==> src/rtl/adder_t_if.sv <==
// rtl/adder_t_if.sv - valid/ready bundle between the adder depacketizer/packetizer and adder_t
interface adder_t_if #(
    parameter int PSUM_W = 8,
    parameter int MEM_W  = 10
);
    logic [PSUM_W-1:0] pe0_data;
    logic              pe0_valid;
    logic              pe0_ready;
    logic [PSUM_W-1:0] pe1_data;
    logic              pe1_valid;
    logic              pe1_ready;
    logic [PSUM_W-1:0] pe2_data;
    logic              pe2_valid;
    logic              pe2_ready;
    logic [MEM_W-1:0]  mem_in_data;
    logic              mem_in_valid;
    logic              mem_in_ready;
    logic [MEM_W-1:0]  mem_out_data;
    logic              mem_out_valid;
    logic              mem_out_ready;
    logic              spike_out;
    logic              spike_valid;
    logic              spike_ready;

    // Producer/consumer side: drives the partial sums and membrane, accepts results
    modport master (
        output pe0_data, pe0_valid, pe1_data, pe1_valid, pe2_data, pe2_valid,
        output mem_in_data, mem_in_valid, mem_out_ready, spike_ready,
        input  pe0_ready, pe1_ready, pe2_ready, mem_in_ready,
        input  mem_out_data, mem_out_valid, spike_out, spike_valid
    );

    // Neuron update stage side
    modport slave (
        input  pe0_data, pe0_valid, pe1_data, pe1_valid, pe2_data, pe2_valid,
        input  mem_in_data, mem_in_valid, mem_out_ready, spike_ready,
        output pe0_ready, pe1_ready, pe2_ready, mem_in_ready,
        output mem_out_data, mem_out_valid, spike_out, spike_valid
    );
endinterface

==> src/rtl/adder_t.sv <==
// rtl/adder_t.sv - integrate-and-fire neuron update; optional ADDER_T_SOFT_RESET_EN selects subtract-threshold reset
module adder_t #(
    parameter int PSUM_W    = 8,
    parameter int MEM_W     = 10,
    parameter int THRESHOLD = 64
) (
    input  logic       clk,
    input  logic       rst_n,
    adder_t_if.slave   bus
);
    localparam int SUM_W = MEM_W + 2;
    localparam logic [SUM_W-1:0] THR = SUM_W'(THRESHOLD);

    typedef enum logic [1:0] {
        COLLECT = 2'd0,
        COMPUTE = 2'd1,
        SEND    = 2'd2
    } state_t;

    state_t state;
    state_t state_next;

    logic pe0_cap, pe1_cap, pe2_cap, mem_cap;
    logic [PSUM_W-1:0] pe0_q, pe1_q, pe2_q;
    logic [MEM_W-1:0]  mem_q;

    logic pe0_fire, pe1_fire, pe2_fire, mem_fire;
    logic mem_out_fire, spike_fire;
    logic all_captured;
    logic outputs_drained;

    logic [SUM_W-1:0] sum;
    logic             spike;
    logic [MEM_W-1:0] new_mem;

    assign pe0_fire     = bus.pe0_valid & bus.pe0_ready;
    assign pe1_fire     = bus.pe1_valid & bus.pe1_ready;
    assign pe2_fire     = bus.pe2_valid & bus.pe2_ready;
    assign mem_fire     = bus.mem_in_valid & bus.mem_in_ready;
    assign mem_out_fire = bus.mem_out_valid & bus.mem_out_ready;
    assign spike_fire   = bus.spike_valid & bus.spike_ready;

    // An input counts as held if it was captured earlier or is being captured on this edge
    assign all_captured = (pe0_cap | pe0_fire) & (pe1_cap | pe1_fire) &
                          (pe2_cap | pe2_fire) & (mem_cap | mem_fire);

    // Both results have handed off; this cycle is the turnaround back to collecting
    assign outputs_drained = ~bus.mem_out_valid & ~bus.spike_valid;

    assign sum = SUM_W'(pe0_q) + SUM_W'(pe1_q) + SUM_W'(pe2_q) + SUM_W'(mem_q);
    assign spike = (sum >= THR);

`ifdef ADDER_T_SOFT_RESET_EN
    localparam logic [SUM_W-1:0] MEM_MAX = SUM_W'((1 << MEM_W) - 1);
    logic [SUM_W-1:0] residue;
    assign residue = sum - THR;

    // Spiking keeps the charge above threshold, clipped to the membrane range
    always_comb begin
        new_mem = sum[MEM_W-1:0];
        if (spike) begin
            if (residue > MEM_MAX) begin
                new_mem = '1;
            end else begin
                new_mem = residue[MEM_W-1:0];
            end
        end
    end
`else
    // Spiking discards all charge
    always_comb begin
        new_mem = sum[MEM_W-1:0];
        if (spike) begin
            new_mem = '0;
        end
    end
`endif

    // State register
    always_ff @(posedge clk) begin
        if (!rst_n) begin
            state <= COLLECT;
        end else begin
            state <= state_next;
        end
    end

    // Next state and input readies
    always_comb begin
        state_next       = state;
        bus.pe0_ready    = 1'b0;
        bus.pe1_ready    = 1'b0;
        bus.pe2_ready    = 1'b0;
        bus.mem_in_ready = 1'b0;
        case (state)
            COLLECT: begin
                bus.pe0_ready    = ~pe0_cap;
                bus.pe1_ready    = ~pe1_cap;
                bus.pe2_ready    = ~pe2_cap;
                bus.mem_in_ready = ~mem_cap;
                if (all_captured) begin
                    state_next = COMPUTE;
                end
            end
            COMPUTE: begin
                state_next = SEND;
            end
            SEND: begin
                if (outputs_drained) begin
                    state_next = COLLECT;
                end
            end
            default: begin
                state_next = COLLECT;
            end
        endcase
    end

    // Input capture, result registers and output handshakes
    always_ff @(posedge clk) begin
        if (!rst_n) begin
            pe0_cap           <= 1'b0;
            pe1_cap           <= 1'b0;
            pe2_cap           <= 1'b0;
            mem_cap           <= 1'b0;
            pe0_q             <= '0;
            pe1_q             <= '0;
            pe2_q             <= '0;
            mem_q             <= '0;
            bus.mem_out_data  <= '0;
            bus.spike_out     <= 1'b0;
            bus.mem_out_valid <= 1'b0;
            bus.spike_valid   <= 1'b0;
        end else begin
            case (state)
                COLLECT: begin
                    if (pe0_fire) begin
                        pe0_q   <= bus.pe0_data;
                        pe0_cap <= 1'b1;
                    end
                    if (pe1_fire) begin
                        pe1_q   <= bus.pe1_data;
                        pe1_cap <= 1'b1;
                    end
                    if (pe2_fire) begin
                        pe2_q   <= bus.pe2_data;
                        pe2_cap <= 1'b1;
                    end
                    if (mem_fire) begin
                        mem_q   <= bus.mem_in_data;
                        mem_cap <= 1'b1;
                    end
                end
                COMPUTE: begin
                    bus.mem_out_data  <= new_mem;
                    bus.spike_out     <= spike;
                    bus.mem_out_valid <= 1'b1;
                    bus.spike_valid   <= 1'b1;
                end
                SEND: begin
                    if (mem_out_fire) begin
                        bus.mem_out_valid <= 1'b0;
                    end
                    if (spike_fire) begin
                        bus.spike_valid <= 1'b0;
                    end
                    if (outputs_drained) begin
                        pe0_cap <= 1'b0;
                        pe1_cap <= 1'b0;
                        pe2_cap <= 1'b0;
                        mem_cap <= 1'b0;
                    end
                end
                default: begin
                end
            endcase
        end
    end
endmodule

==> src/flat_wrapper.sv <==
// flat-port wrapper written by rule: the top's interface ports become plain ports
module adder_t_flat 
#(
    parameter int PSUM_W    = 8,
    parameter int MEM_W     = 10,
    parameter int THRESHOLD = 64
)
  (clk, rst_n, bus_pe0_data, bus_pe0_valid, bus_pe1_data, bus_pe1_valid, bus_pe2_data, bus_pe2_valid, bus_mem_in_data, bus_mem_in_valid, bus_mem_out_ready, bus_spike_ready, bus_pe0_ready, bus_pe1_ready, bus_pe2_ready, bus_mem_in_ready, bus_mem_out_data, bus_mem_out_valid, bus_spike_out, bus_spike_valid);
  adder_t_if #(.PSUM_W(PSUM_W), .MEM_W(MEM_W)) bus_i ();
  input  logic clk;
  input  logic rst_n;
  input wire logic [$bits(bus_i.pe0_data)-1:0] bus_pe0_data;
  input wire logic [$bits(bus_i.pe0_valid)-1:0] bus_pe0_valid;
  input wire logic [$bits(bus_i.pe1_data)-1:0] bus_pe1_data;
  input wire logic [$bits(bus_i.pe1_valid)-1:0] bus_pe1_valid;
  input wire logic [$bits(bus_i.pe2_data)-1:0] bus_pe2_data;
  input wire logic [$bits(bus_i.pe2_valid)-1:0] bus_pe2_valid;
  input wire logic [$bits(bus_i.mem_in_data)-1:0] bus_mem_in_data;
  input wire logic [$bits(bus_i.mem_in_valid)-1:0] bus_mem_in_valid;
  input wire logic [$bits(bus_i.mem_out_ready)-1:0] bus_mem_out_ready;
  input wire logic [$bits(bus_i.spike_ready)-1:0] bus_spike_ready;
  output wire logic [$bits(bus_i.pe0_ready)-1:0] bus_pe0_ready;
  output wire logic [$bits(bus_i.pe1_ready)-1:0] bus_pe1_ready;
  output wire logic [$bits(bus_i.pe2_ready)-1:0] bus_pe2_ready;
  output wire logic [$bits(bus_i.mem_in_ready)-1:0] bus_mem_in_ready;
  output wire logic [$bits(bus_i.mem_out_data)-1:0] bus_mem_out_data;
  output wire logic [$bits(bus_i.mem_out_valid)-1:0] bus_mem_out_valid;
  output wire logic [$bits(bus_i.spike_out)-1:0] bus_spike_out;
  output wire logic [$bits(bus_i.spike_valid)-1:0] bus_spike_valid;
  assign bus_i.pe0_data = bus_pe0_data;
  assign bus_i.pe0_valid = bus_pe0_valid;
  assign bus_i.pe1_data = bus_pe1_data;
  assign bus_i.pe1_valid = bus_pe1_valid;
  assign bus_i.pe2_data = bus_pe2_data;
  assign bus_i.pe2_valid = bus_pe2_valid;
  assign bus_i.mem_in_data = bus_mem_in_data;
  assign bus_i.mem_in_valid = bus_mem_in_valid;
  assign bus_i.mem_out_ready = bus_mem_out_ready;
  assign bus_i.spike_ready = bus_spike_ready;
  assign bus_pe0_ready = bus_i.pe0_ready;
  assign bus_pe1_ready = bus_i.pe1_ready;
  assign bus_pe2_ready = bus_i.pe2_ready;
  assign bus_mem_in_ready = bus_i.mem_in_ready;
  assign bus_mem_out_data = bus_i.mem_out_data;
  assign bus_mem_out_valid = bus_i.mem_out_valid;
  assign bus_spike_out = bus_i.spike_out;
  assign bus_spike_valid = bus_i.spike_valid;
  adder_t #(.PSUM_W(PSUM_W), .MEM_W(MEM_W), .THRESHOLD(THRESHOLD)) u_core (.clk(clk), .rst_n(rst_n), .bus(bus_i));
endmodule
==> config.mk <==
export PLATFORM = sky130hd
export DESIGN_NAME = adder_t_flat
export DESIGN_NICKNAME = d
export VERILOG_FILES = /design/src/rtl/adder_t_if.sv /design/src/rtl/adder_t.sv /design/src/flat_wrapper.sv
export SDC_FILE = /design/constraint.sdc
export NUM_CORES = 1
export LEC_CHECK = 0
export CELL_PAD_IN_SITES_DETAIL_PLACEMENT = 1
export CELL_PAD_IN_SITES_GLOBAL_PLACEMENT = 1
export CORE_UTILIZATION = 38
export CTS_CLUSTER_DIAMETER = 50
export DETAILED_ROUTE_END_ITERATION = 7
export PLACE_DENSITY = 0.81
export SYNTH_ARGS = -nofsm -noshare
export SYNTH_HDL_FRONTEND = slang
export SYNTH_SLANG_ARGS = --single-unit
==> constraint.sdc <==
create_clock -name clk -period 4.6 [get_ports clk]
set_input_delay 0.69 -clock clk [delete_from_list [all_inputs] [get_ports clk]]
set_output_delay 0.69 -clock clk [all_outputs]
set_load 0.02 [all_outputs]
# After elaboration in Yosys (flattened, before gate mapping)

Index checks and enable logic that the tools add are counted.
W data, S select, Z words.

Add/sub/neg operators: 3
Multipliers: 0
Div/mod/pow operators: 0
Magnitude comparators: 1
Equal/unequal tests: 10
Shift operators: 0
Mux-type cells: 21
Bitwise gates (word level): 20
Reductions and logical operators: 14

Operators by type and width:

| cell                  | number |
|---|---|
| $ne A2 B1 Y1 const B  | 8 |
| $reduce_and A2 Y1     | 7 |
| $add A12 B10 Y12      | 1 |
| $add A12 B8 Y12       | 1 |
| $ge A12 B7 Y1 const B | 1 |
| $pmux W1 S2           | 6 |
| $reduce_and A3 Y1     | 4 |
| $mux W1               | 11 |
| $and A1 B1 Y1         | 10 |
| $mux W10              | 1 |
| $add A8 B8 Y9         | 1 |
| $not A1 Y1            | 6 |
| $pmux W2 S3           | 1 |
| $mux W2               | 2 |
| $or A1 B1 Y1          | 4 |
| $reduce_bool A2 Y1    | 2 |
| $eq A2 B1 Y1 const B  | 1 |
| $eq A2 B2 Y1 const B  | 1 |
| $logic_not A2 Y1      | 1 |

Bits in registers: 53
Latch bits: 0
RAM bits: 0
ROM bits: 0
Bits of input ports: 42
Output and inout port bits: 17
Word-level logic and storage cells: 82
Memories kept: 0

# Depth between registers and ports, before layout

Gate-level depths: netlist of run 1.

Depth in word-level cells: 9
Depth in mapped cells: 19
Gate-level depth less buffers: 18

# Worst setup path before layout of run 1

OpenSTA, ideal clock, no wires.

Path kind: register to register
Start: register u_core.pe1_q[1]
End: register u_core.bus.mem_out_data[0]
Setup time: 60 ps
Data arrival time: 3556 ps
Data required time: 4540 ps
Slack: 984 ps
Stages on the path, launching flop included: 17
Path buffers: 1
Clock period less this slack: 3616 ps
Cells stage by stage: dfxtp_1 > ha_1 > a21o_1 > a21oi_1 > o21ai_0 > o41ai_1 > xor2_1 > fa_1 > inv_1 > ha_1 > buf_6 > a21oi_1 > a21boi_0 > o22ai_1 > mux2i_1 > nor4b_4 > a22o_1

Cells in the longest elaborated chain, start to end: 5

Ends and longest elaborated chain:

| what                     | line             | source |
|---|---|---|
| start: declaration       | adder_t.sv:24    | `logic [PSUM_W-1:0] pe0_q, pe1_q, pe2_q;` |
| start signal: assignment | adder_t.sv:142   | `pe1_q <= bus.pe1_data;` |
| $add A8 B8 Y9            | adder_t.sv:50    | `assign sum = SUM_W'(pe0_q) + SUM_W'(pe1_q) + SUM_W'(pe2_q) + SUM_W'(mem_q);` |
| $add A12 B8 Y12          | adder_t.sv:50    |  |
| $add A12 B10 Y12         | adder_t.sv:50    |  |
| $ge A12 B7 Y1            | adder_t.sv:51    | `assign spike = (sum >= THR);` |
| $mux W10                 | adder_t.sv:73    | `if (spike) begin` |
| end signal: assignment   | adder_t.sv:155   | `bus.mem_out_data <= new_mem;` |
| end: declaration         | adder_t_if.sv:38 | `output mem_out_data, mem_out_valid, spike_out, spike_valid` |

No other way between the ends.
A chain may end at the register's enable or synchronous reset.

# Worst setup path in the final report of run 1

Start: register u_core.pe1_q[1]
End: register u_core.bus.mem_out_data[2]

Cells in the longest elaborated chain, start to end: 5

Ends and longest elaborated chain:

| what               | line |
|---|---|
| $add A8 B8 Y9 *    | adder_t.sv:50 |
| $add A12 B8 Y12 *  | adder_t.sv:50 |
| $add A12 B10 Y12 * | adder_t.sv:50 |
| $ge A12 B7 Y1      | adder_t.sv:51 |
| $mux W10 *         | adder_t.sv:73 |

Every way passes the cells marked *; elsewhere a longest branch is shown, timed or not.

==> metrics.txt, run 1 <==
gr usage total 0.2015; fin. max-slew vios 0; fin crit period slightly above 4 ns; RSZ-0062 raised after global routing no; max-cap violations 0; layout cells sized above 1 0.04750; grt ovf 0; Syn-to-layout area delta 25.66%; clk_lat worst skew 0.31 ns; Post-CTS Setup Inserts 0; Routed Antenna Nets 0; Root Driver clkbuf_8; post-route setup TNS 0 ns; DIE AREA 0.008040 mm^2; final setup vio count 0; cell count after synthesis about 350; Port Buf Inserts 58; Synth area leaders dfxtp_1 (36%), nand2_1 (10%), a21boi_0 (10%); row count 31; VDD IR-drop max 0.1317 mV; CTS tree yes; via count ~2500; Post-synth ARST share 0; critical path endpoint category flop; number of H-tree levels 2; syn_nets around 420; Static Leakage roughly 1.6 nW; Most used DFF post-synth dfxtp_1; final-report hold violation count 0; sequential share of the synthesized area 0.3633; drt initial violations 88; Unique masters post-synth 44; worst reg2reg path depth 15; vias in the first global route 2592; Worst-path clk slew 0.10 ns; largest area contributor in the netlist dfxtp_1; GPL Wtd Cong between 0.7 and 0.8; hold depth 2; Hold Slack between 0.4 and 0.5 ns; syn avg cell area 8.465 um^2; initial antenna violation count 0; sequential cell area 0.001061 mm^2; r2r setup slk ~0.49 ns; cts repair resizes 0; routed wire length roughly 7.4 mm; crit path max fanout 10; CP Data Required Time between 4 and 5 ns; Core Area 0.007331 mm^2; count leader, synth nand2_1; HP Start u_core.pe2_q[6]; CTS Buf Count 5; global-route wire length before repair between 10 and 15 mm; Max Root-Sink Buffers 2; Commonest cells post-synth nand2_1 (81), dfxtp_1 (53), a21boi_0 (40); largest net degree at the start of global routing 29; clock skew about 0.0065 ns; Die X ~90 um; TritonRoute pass-1 iters 4; Least-Margin Pin Slew between 0.9 and 1 ns; top-area cell type share of the netlist area 0.3633; fin crit share 0.8930; IO Pins slightly below 60; wire length per cell about 15 um; EDFF count, synth 0; Max Fclk approximately 240 MHz; HPWL after DPL between 5 and 6 mm; non-filler cells, final roughly 500; # diodes 0; Seq cells post-synth 53; Residual DRC 0; Reg2Reg Capture Point u_core.bus.mem_out_data[2]; reg2reg start u_core.pe1_q[1]; initial core utilization 0.3984; dpl cells between 400 and 500; startpoint types flop; Die Y roughly 90 um; Netlist Area Pre-Place between 0.002 and 0.003 mm^2; Final #Nets 470; worst min-delay path class reg -> reg; Worst EP arrival ~4.4 ns; WHS Endpoint u_core.pe2_q[6]; Sink Count 53; multi-input logic area 0.001672 mm^2; # hold bufs at CTS 0; relative slew slack 0.3740; Fillers just under 900; power density over the cells 299.6 mW/mm^2; crit path kind reg -> reg; status completed; YS warnings 0; Via density a little over 5
[where the power goes]
| group | internal, mW | leakage (nW) | switching, mW |
|---|---|---|---|
| clock network | 0.120 | 0.0443 | 0.151 |
| logic | 0.143 | 1.08 | 0.178 |
| registers | 0.488 | 0.434 | 0.0199 |
| total | 0.751 | 1.56 | 0.348 |
[per-stage QoR]
stage	total power, mW	worst slack, ns	area, um^2	utilization
5_1_grt	1.172	0.1769	3670	0.5006
2_1_floorplan	0.7300	0.9843	2920	-
4_1_cts	1.113	0.4974	3670	0.5006
3_3_place_gp	0.8261	0.7348	3583	0.4888
6_report	1.099	0.4921	3670	0.5006
3_5_place_dp	0.8416	0.5251	3583	0.4888
[metal layers]
layer,vias up,part of all wire,global-route usage
li1,1247,-,-
met1,1187,0.45,0.2472
met2,64,0.48,0.3464
met3,15,0.045,0.04570
met4,0,0.022,0.07215
met5,-,0,0
[critical path, cell delays in order (launching register included)]
cell and delay (ns):
dfxtp_1 0.34, ha_1 0.29, a21o_1 0.17, a21oi_1 0.21
o21ai_0 0.17, o41ai_1 0.37, xor2_1 0.16, fa_1 0.50
inv_1 0.04, ha_1 0.40, a21oi_1 0.24, a21boi_0 0.14
o22ai_1 0.20, mux2i_1 0.17, nor4b_4 0.46, a22o_1 0.19
[layout make-up]
class / instances / share of cell area
sequential: 53 / 0.2891
timing repair buffer: 59 / 0.1602
multi-input combinational: 244 / 0.4555
clock buffer: 7 / 0.02353
inverter: 37 / 0.03785
tap: 99 / 0.03375
[state kept, by name (all words and copies together) (netlist names)]
name                      count
u_core.pe1_cap                1
u_core.pe2_cap                1
u_core.bus.mem_out_data      10
u_core.pe1_q                  8
u_core.pe0_q                  8
u_core.mem_cap                1
u_core.bus.spike_out          1
u_core.bus.spike_valid        1
u_core.state                  2
u_core.pe0_cap                1
u_core.pe2_q                  8
u_core.bus.mem_out_valid      1
u_core.mem_q                 10
[cells in the final DEF, fill, tap and decap left out, types with 2 or more instances in the layout]
| cell type | synthesis | layout |
|---|---|---|
| o21ai_0 | 12 | 12 |
| a21o_1 | 4 | 4 |
| nand2_1 | 81 | 81 |
| xnor2_1 | 4 | 4 |
| or4b_1 | 2 | 2 |
| a22o_1 | 6 | 6 |
| ha_1 | 18 | 18 |
| o211ai_1 | 2 | 2 |
| clkbuf_8 | 0 | 6 |
| nor3_1 | 3 | 3 |
| nor2_1 | 14 | 14 |
| inv_1 | 37 | 37 |
| a21boi_0 | 40 | 40 |
| nor2b_1 | 2 | 2 |
| and2_2 | 2 | 2 |
| dfxtp_1 | 53 | 53 |
| xor2_1 | 4 | 4 |
| fa_1 | 10 | 10 |
| and3_2 | 4 | 4 |
| and2_1 | 4 | 4 |
| o22ai_1 | 3 | 3 |
| a21oi_1 | 9 | 9 |
| clkdlybuf4s50_1 | 0 | 58 |
[how the worst max path moves through the flow]
stage / from / to
after global routing: u_core.pe1_q[1] / u_core.bus.mem_out_data[2]
final: u_core.pe1_q[1] / u_core.bus.mem_out_data[2]
after global placement: u_core.pe1_q[1] / u_core.bus.mem_out_data[2]
after detailed placement: u_core.pe1_q[1] / u_core.bus.mem_out_data[4]
after CTS: u_core.pe1_q[1] / u_core.bus.mem_out_data[4]
after floorplan: u_core.pe1_q[1] / u_core.bus.mem_out_data[0]
[logic make-up (layout without fill, tap and decap cells)]
| family | after synthesis | after routing | share of synthesized area |
|---|---|---|---|
| mux | 1 | 1 | 0.003428 |
| compound gates | 84 | 84 | 0.2031 |
| simple gates | 123 | 123 | 0.1962 |
| flops | 53 | 53 | 0.3633 |
| xor+xnor | 8 | 8 | 0.02399 |
| fa+ha+maj | 28 | 28 | 0.1457 |
| buf+inv | 48 | 103 | 0.06427 |
Power figures use the tool's default switching activity.
==> run 2: changes to the inputs <==
==> constraint.sdc (replaced) <==
create_clock -name clk -period 4.11 [get_ports clk]
set_input_delay 0.6165 -clock clk [delete_from_list [all_inputs] [get_ports clk]]
set_output_delay 0.6165 -clock clk [all_outputs]
set_load 0.02 [all_outputs]
==> run 2 against run 1 <==
Against the previous run:
- routed wire length is 4.1% higher
- critical path type unchanged
- global-route usage is 0.050 points higher
- largest cell class unchanged
- clock skew decreased by 0.00083 ns
- clock power up 12%
- first-iteration DRC count shrank 30%
==> metrics.txt, run 2 (synthesis gave the netlist of run 1 again) <==
initial antenna violation count 0 (unchanged); Max Root-Sink Buffers 2 (unchanged); Place WS 0.02948 ns (was 0.5251 ns); biggest regs u_core.bus.mem_out_data: 10 flops, u_core.mem_q: 10 flops (unchanged); slowest CP cell fa_1 (unchanged); CTS Buf Count 5 (unchanged); Clock power frac 0.244 (was 0.246); fin crit period 3.872 ns (was 4.108 ns); CP Data Required Time 4.36 ns (was 4.85 ns); VDD IR-drop max 0.1317 mV (about the same); gr usage total 0.2021 (was 0.2015); CTS tree yes (unchanged); Final #Nets 471 (was 470); Post-CTS Setup Inserts 0 (unchanged); worst min-delay path class reg -> reg (unchanged); HPWL after DPL 6.027 mm (was 5.821 mm); power density over the cells 335.3 mW/mm^2 (was 299.6 mW/mm^2); # hold bufs at CTS 0 (unchanged); Via density 5.066 (was 5.036); fin crit share 0.9422 (was 0.8930); global-route wire length before repair 12.34 mm (was 12.19 mm); Syn-to-layout area delta 27.51% (was 25.66%); Most common cell on crit path a21o_1; TritonRoute pass-1 iters 4 (unchanged); Sink Count 53 (unchanged); max-cap violations 0 (unchanged); largest net degree at the start of global routing 27 (was 29); clk_lat worst skew 0.31 ns (about the same); post-route setup TNS 0 ns (unchanged); Root Driver clkbuf_8 (unchanged); initial core utilization 0.3984 (unchanged); CP delay by family, top compound AO/OA/AOI/OAI gates (unchanged); internal power 849.9 uW (was 751.1 uW); Static Leakage 1.580 nW (was 1.562 nW); most frequent cells in the layout nand2_1 (81), clkdlybuf4s50_1 (58), dfxtp_1 (53) (unchanged); routed wire length 7.697 mm (was 7.394 mm); relative slew slack 0.4079 (was 0.3740); Least-Margin Pin Slew 0.8853 ns (was 0.9360 ns); Logic pwr share 0.301 (was 0.292); vias in the first global route 2592 (unchanged); wire length per cell 15.39 um (was 14.82 um); met1 Use GR 0.2346 (was 0.2472); max incr delay on CP 0.45 ns (was 0.50 ns); via count 2533 (was 2513); final setup vio count 0 (unchanged); Sequential Power Share 0.455 (was 0.462); grt ovf 0 (unchanged); IO Pins 59 (unchanged); clock skew 0.005633 ns (was 0.006461 ns); critical path endpoint category flop (unchanged); Residual DRC 0 (unchanged); most common cell after layout, fill and taps aside nand2_1 (unchanged); # diodes 0 (unchanged); status completed (unchanged); sequential cell area 0.001061 mm^2 (unchanged); Net Sw Frac 0.3193 (was 0.3167); Die Y 89.67 um (unchanged); WP buf/inv 1 (unchanged); fin. max-slew vios 0 (unchanged); critical path cell sequence ha_1 -> a21o_1 -> a21oi_1 -> o21ai_0 -> o41ai_2 -> xor2_1 -> fa_1 -> inv_1 -> ha_2 -> a21o_1 -> a311oi_1 -> o22ai_1 -> nor4b_4 -> a22o_1 (was ha_1 -> a21o_1 -> a21oi_1 -> o21ai_0 -> o41ai_1 -> xor2_1 -> fa_1 -> inv_1 -> ha_1 -> a21oi_1 -> a21boi_0 -> o22ai_1 -> mux2i_1 -> nor4b_4 -> a22o_1); multi-input logic area 0.001718 mm^2 (was 0.001672 mm^2); final-report hold violation count 0 (unchanged); Sw Pwr 398.7 uW (was 348.2 uW); Port Buf Inserts 58 (unchanged); busiest grt layer met2 (unchanged); Worst EP arrival 4.12 ns (was 4.36 ns); DIE AREA 0.008040 mm^2 (unchanged); Worst-path clk slew 0.09 ns (was 0.10 ns); met2 Track Usage GR 0.3657 (was 0.3464); startpoint types flop (unchanged); crit path max fanout 10 (unchanged); Max Fclk 258.2 MHz (was 243.4 MHz); Die X 89.67 um (unchanged); number of H-tree levels 2 (unchanged); row count 31 (unchanged); met3 Usage GRT 0.05302 (was 0.04570); layout cells sized above 1 0.07232 (was 0.04750); Routed Antenna Nets 0 (unchanged); Fillers 859 (was 893); crit path kind reg -> reg (unchanged); GPL Wtd Cong 0.7615 (was 0.7474); Core Area 0.007331 mm^2 (unchanged); setup ws final 0.2376 ns (was 0.4921 ns); drt initial violations 62 (was 88)
[run 2: final timing paths]
path,startpoint,slack (ns),cells past startpoint,to
hold / removal,u_core.mem_q[6],0.47,2,u_core.mem_q[6]
setup reg to reg,u_core.pe1_q[1],0.24,14,u_core.bus.mem_out_data[4]
hold reg to reg,u_core.mem_q[6],0.47,2,u_core.mem_q[6]
setup / recovery,u_core.pe1_q[1],0.24,14,u_core.bus.mem_out_data[4]
[run 2: metal layers]
metal | up-vias | wire length [um]
met4 | 0 | 138
li1 | 1249 | -
met5 | - | 0
met2 | 50 | 3898
met1 | 1222 | 3283
met3 | 12 | 377
[run 2: worst min-delay path: cells and delay by family, from the launching register on]
kind	cells	cell delay [ns]
and+or+nand+nor	1	0.05
DFF	1	0.32
AOI/OAI and AO/OA	1	0.06
[run 2: metrics by stage]
step / hold slack (ns) / total power, mW / util / instances / cell area, um^2
CTS: 0.4715 / 1.247 / 0.5016 / 500 / 3677
global route: 0.4896 / 1.326 / 0.5079 / 500 / 3724
detailed placement: 0.4582 / 0.9432 / 0.4898 / 493 / 3591
floorplan: 0.4435 / 0.8170 / - / 345 / 2920
finish: 0.4683 / 1.249 / 0.5079 / 500 / 3724
global placement: 0.4516 / 0.9247 / 0.4898 / 493 / 3591
[run 2: power groups by stage]
stage	logic, mW	registers, mW	clock network, mW
after floorplan	0.240	0.577	0
after global placement	0.347	0.578	0
after detailed placement	0.363	0.580	0
after CTS	0.365	0.569	0.313
after global routing	0.419	0.572	0.335
final	0.376	0.568	0.304
[run 2: cell type report]
class / instances / area share
clock buffer: 7 / 0.02319
multi-input combinational: 244 / 0.4614
timing repair buffer: 60 / 0.1599
tap: 99 / 0.03327
inverter: 37 / 0.03730
sequential: 53 / 0.2849
[run 2: timing repair]
action | in CTS | in global routing
gates resized for setup | 0 | 13
setup endpoints to repair | 3 | 7
pin swaps | 1 | 3
cloned | 0 | 0
hold endpoints to repair | 0 | 0
==> run 3: changes to the inputs <==
--- a/config.mk
+++ b/config.mk
@@ -7,10 +7,11 @@
 export LEC_CHECK = 0
 export CELL_PAD_IN_SITES_DETAIL_PLACEMENT = 1
 export CELL_PAD_IN_SITES_GLOBAL_PLACEMENT = 1
+export CORE_MARGIN = 5
 export CORE_UTILIZATION = 38
 export CTS_CLUSTER_DIAMETER = 50
 export DETAILED_ROUTE_END_ITERATION = 7
-export PLACE_DENSITY = 0.81
+export PLACE_DENSITY = 0.79
 export SYNTH_ARGS = -nofsm -noshare
 export SYNTH_HDL_FRONTEND = slang
 export SYNTH_SLANG_ARGS = --single-unit
==> run 3 against run 2 <==
Against the previous run:
- total power shrank 2.3%
- largest power group unchanged
- fmax is 1.3% higher
- critical path depth rose by 1
- combinational power is 4% lower
- highest routed layer unchanged
- sequential power about the same
- via count is 2.4% lower
- worst hold slack lost 0.00057 ns
- final cell count grew 0.60%
- sequential cell count stayed put
- setup slack gained 0.048 ns
- clock-buffer cell count unchanged
==> metrics.txt, run 3 (synthesis gave the netlist of run 1 again) <==
status completed (unchanged); met3 WL 241 um (was 377 um); post-route setup TNS 0 ns (unchanged); initial antenna violation count 0 (unchanged); non-filler cells, final 503 (was 500); Die X 97.67 um (was 89.67 um); row count 32 (was 31); worst min-delay path class reg -> reg (unchanged); max-cap violations 0 (unchanged); CP Data Required Time 4.36 ns (about the same); r2r setup slk 0.29 ns (was 0.24 ns); power density over the cells 330.9 mW/mm^2 (was 335.3 mW/mm^2); final core utilization 0.4847 (was 0.5079); critical path endpoint category flop (unchanged); IO Pins 59 (unchanged); Syn-to-layout area delta 26.26% (was 27.51%); Root Driver clkbuf_8 (unchanged); routed wire length 7.343 mm (was 7.697 mm); crit path max fanout 10 (unchanged); gr usage total 0.1572 (was 0.2021); grt ovf 0 (unchanged); startpoint types flop (unchanged); Worst-path clk slew 0.10 ns (was 0.09 ns); vias in the first global route 2644 (was 2592); Sink Count 53 (unchanged); layout cells sized above 1 0.05736 (was 0.07232); Die Y 97.67 um (was 89.67 um); Max Root-Sink Buffers 2 (unchanged); crit path kind reg -> reg (unchanged); global-route wire length before repair 12.35 mm (was 12.34 mm); fin crit period 3.824 ns (was 3.872 ns); GPL Wtd Cong 0.8164 (was 0.7615); Static Leakage 1.560 nW (was 1.580 nW); largest net degree at the start of global routing 34 (was 27); dpl cells 495 (was 493); fin. max-slew vios 0 (unchanged); placed cell areas 0.003587 mm^2 (was 0.003591 mm^2); clk_lat worst skew 0.30 ns (was 0.31 ns); # hold bufs at CTS 0 (unchanged); WL met2 3.595 mm (was 3.898 mm); Residual DRC 0 (unchanged); Port Buf Inserts 58 (unchanged); Met1 Routed Length 3.431 mm (was 3.283 mm); most common cell after layout, fill and taps aside nand2_1 (unchanged); RSZ-0062 raised after global routing no; fin crit share 0.9304 (was 0.9422); number of H-tree levels 2 (unchanged); CTS Buf Count 5 (unchanged); final setup vio count 0 (unchanged); biggest regs u_core.bus.mem_out_data: 10 flops, u_core.mem_q: 10 flops (unchanged); CTS tree yes (unchanged); top sig layer met4 (unchanged); HPWL after DPL 5.993 mm (was 6.027 mm); Hold Slack 0.4677 ns (was 0.4683 ns); Max Fclk 261.5 MHz (was 258.2 MHz); Final #Nets 470 (was 471); TritonRoute pass-1 iters 4 (unchanged); initial core utilization 0.3839 (was 0.3984); Core Area 0.007607 mm^2 (was 0.007331 mm^2); cell area after layout 0.003687 mm^2 (was 0.003724 mm^2); most frequent cells in the layout nand2_1 (81), clkdlybuf4s50_1 (58), dfxtp_1 (53) (unchanged); Routed Antenna Nets 0 (unchanged); Least-Margin Pin Slew 0.6026 ns (was 0.8853 ns); via count 2472 (was 2533); DIE AREA 0.009538 mm^2 (was 0.008040 mm^2); clock skew 0.005507 ns (was 0.005633 ns); # diodes 0 (unchanged); VDD IR-drop max 0.1601 mV (was 0.1317 mV); Worst EP arrival 4.07 ns (was 4.12 ns); relative slew slack 0.5970 (was 0.4079); wire length per cell 14.60 um (was 15.39 um); drt initial violations 68 (was 62); Via density 4.915 (was 5.066); final-report hold violation count 0 (unchanged)
## run 3: timing repair
action	CTS	global route
setup buffers	0	0
setup endpoints to repair	0	7
resized for setup	0	7
## run 3: worst paths after layout
path | endpoint | cells past startpoint | from
worst min register to register | u_core.mem_q[7] | 2 | u_core.mem_q[7]
worst min-delay path | u_core.mem_q[7] | 2 | u_core.mem_q[7]
worst max register to register | u_core.bus.mem_out_data[0] | 15 | u_core.pe1_q[1]
worst max-delay path | u_core.bus.mem_out_data[0] | 15 | u_core.pe1_q[1]
## run 3: critical path, stage by stage (launching register included)
cell and delay (ns):
dfxtp_1 0.34, ha_1 0.28, a21o_1 0.17, a21oi_1 0.21, o21ai_1 0.14, o41ai_2 0.25, xor2_1 0.27, fa_1 0.46
inv_1 0.08, ha_2 0.33, a21oi_2 0.18, a21boi_1 0.09, o22ai_1 0.18, mux2i_1 0.17, nor4b_4 0.42, a22o_1 0.19
## run 3: metrics by stage
step / worst slack (ns) / power (mW)
final: 0.2861 / 1.220
after global routing: 0.02753 / 1.304
after global placement: 0.2643 / 0.9257
after detailed placement: 0.03830 / 0.9419
after floorplan: 0.4943 / 0.8170
after CTS: 0.0009721 / 1.237
## run 3: area by class of cell
| class | count | area [um^2] |
|---|---|---|
| sequential | 53 | 1061 |
| fill | 910 | 3920 |
| clock inverter | 1 | 7.507 |
| inverter | 37 | 138.9 |
| clock buffer | 7 | 76.32 |
| multi-input combinational | 244 | 1688 |
| timing repair buffer | 59 | 588.1 |
| tap | 102 | 127.6 |
## run 3: power by group
| group | leakage, nW | internal (mW) | switching [mW] |
|---|---|---|---|
| Combinational | 1.09 | 0.161 | 0.199 |
| Sequential | 0.434 | 0.546 | 0.0218 |
| Clock | 0.0385 | 0.121 | 0.171 |
| Total | 1.56 | 0.828 | 0.392 |
## run 3: metal layers
layer	vias up	track usage
li1	1249	-
met1	1171	0.1996
met2	45	0.2725
met3	7	0.03446
met4	0	0.03408
met5	-	0
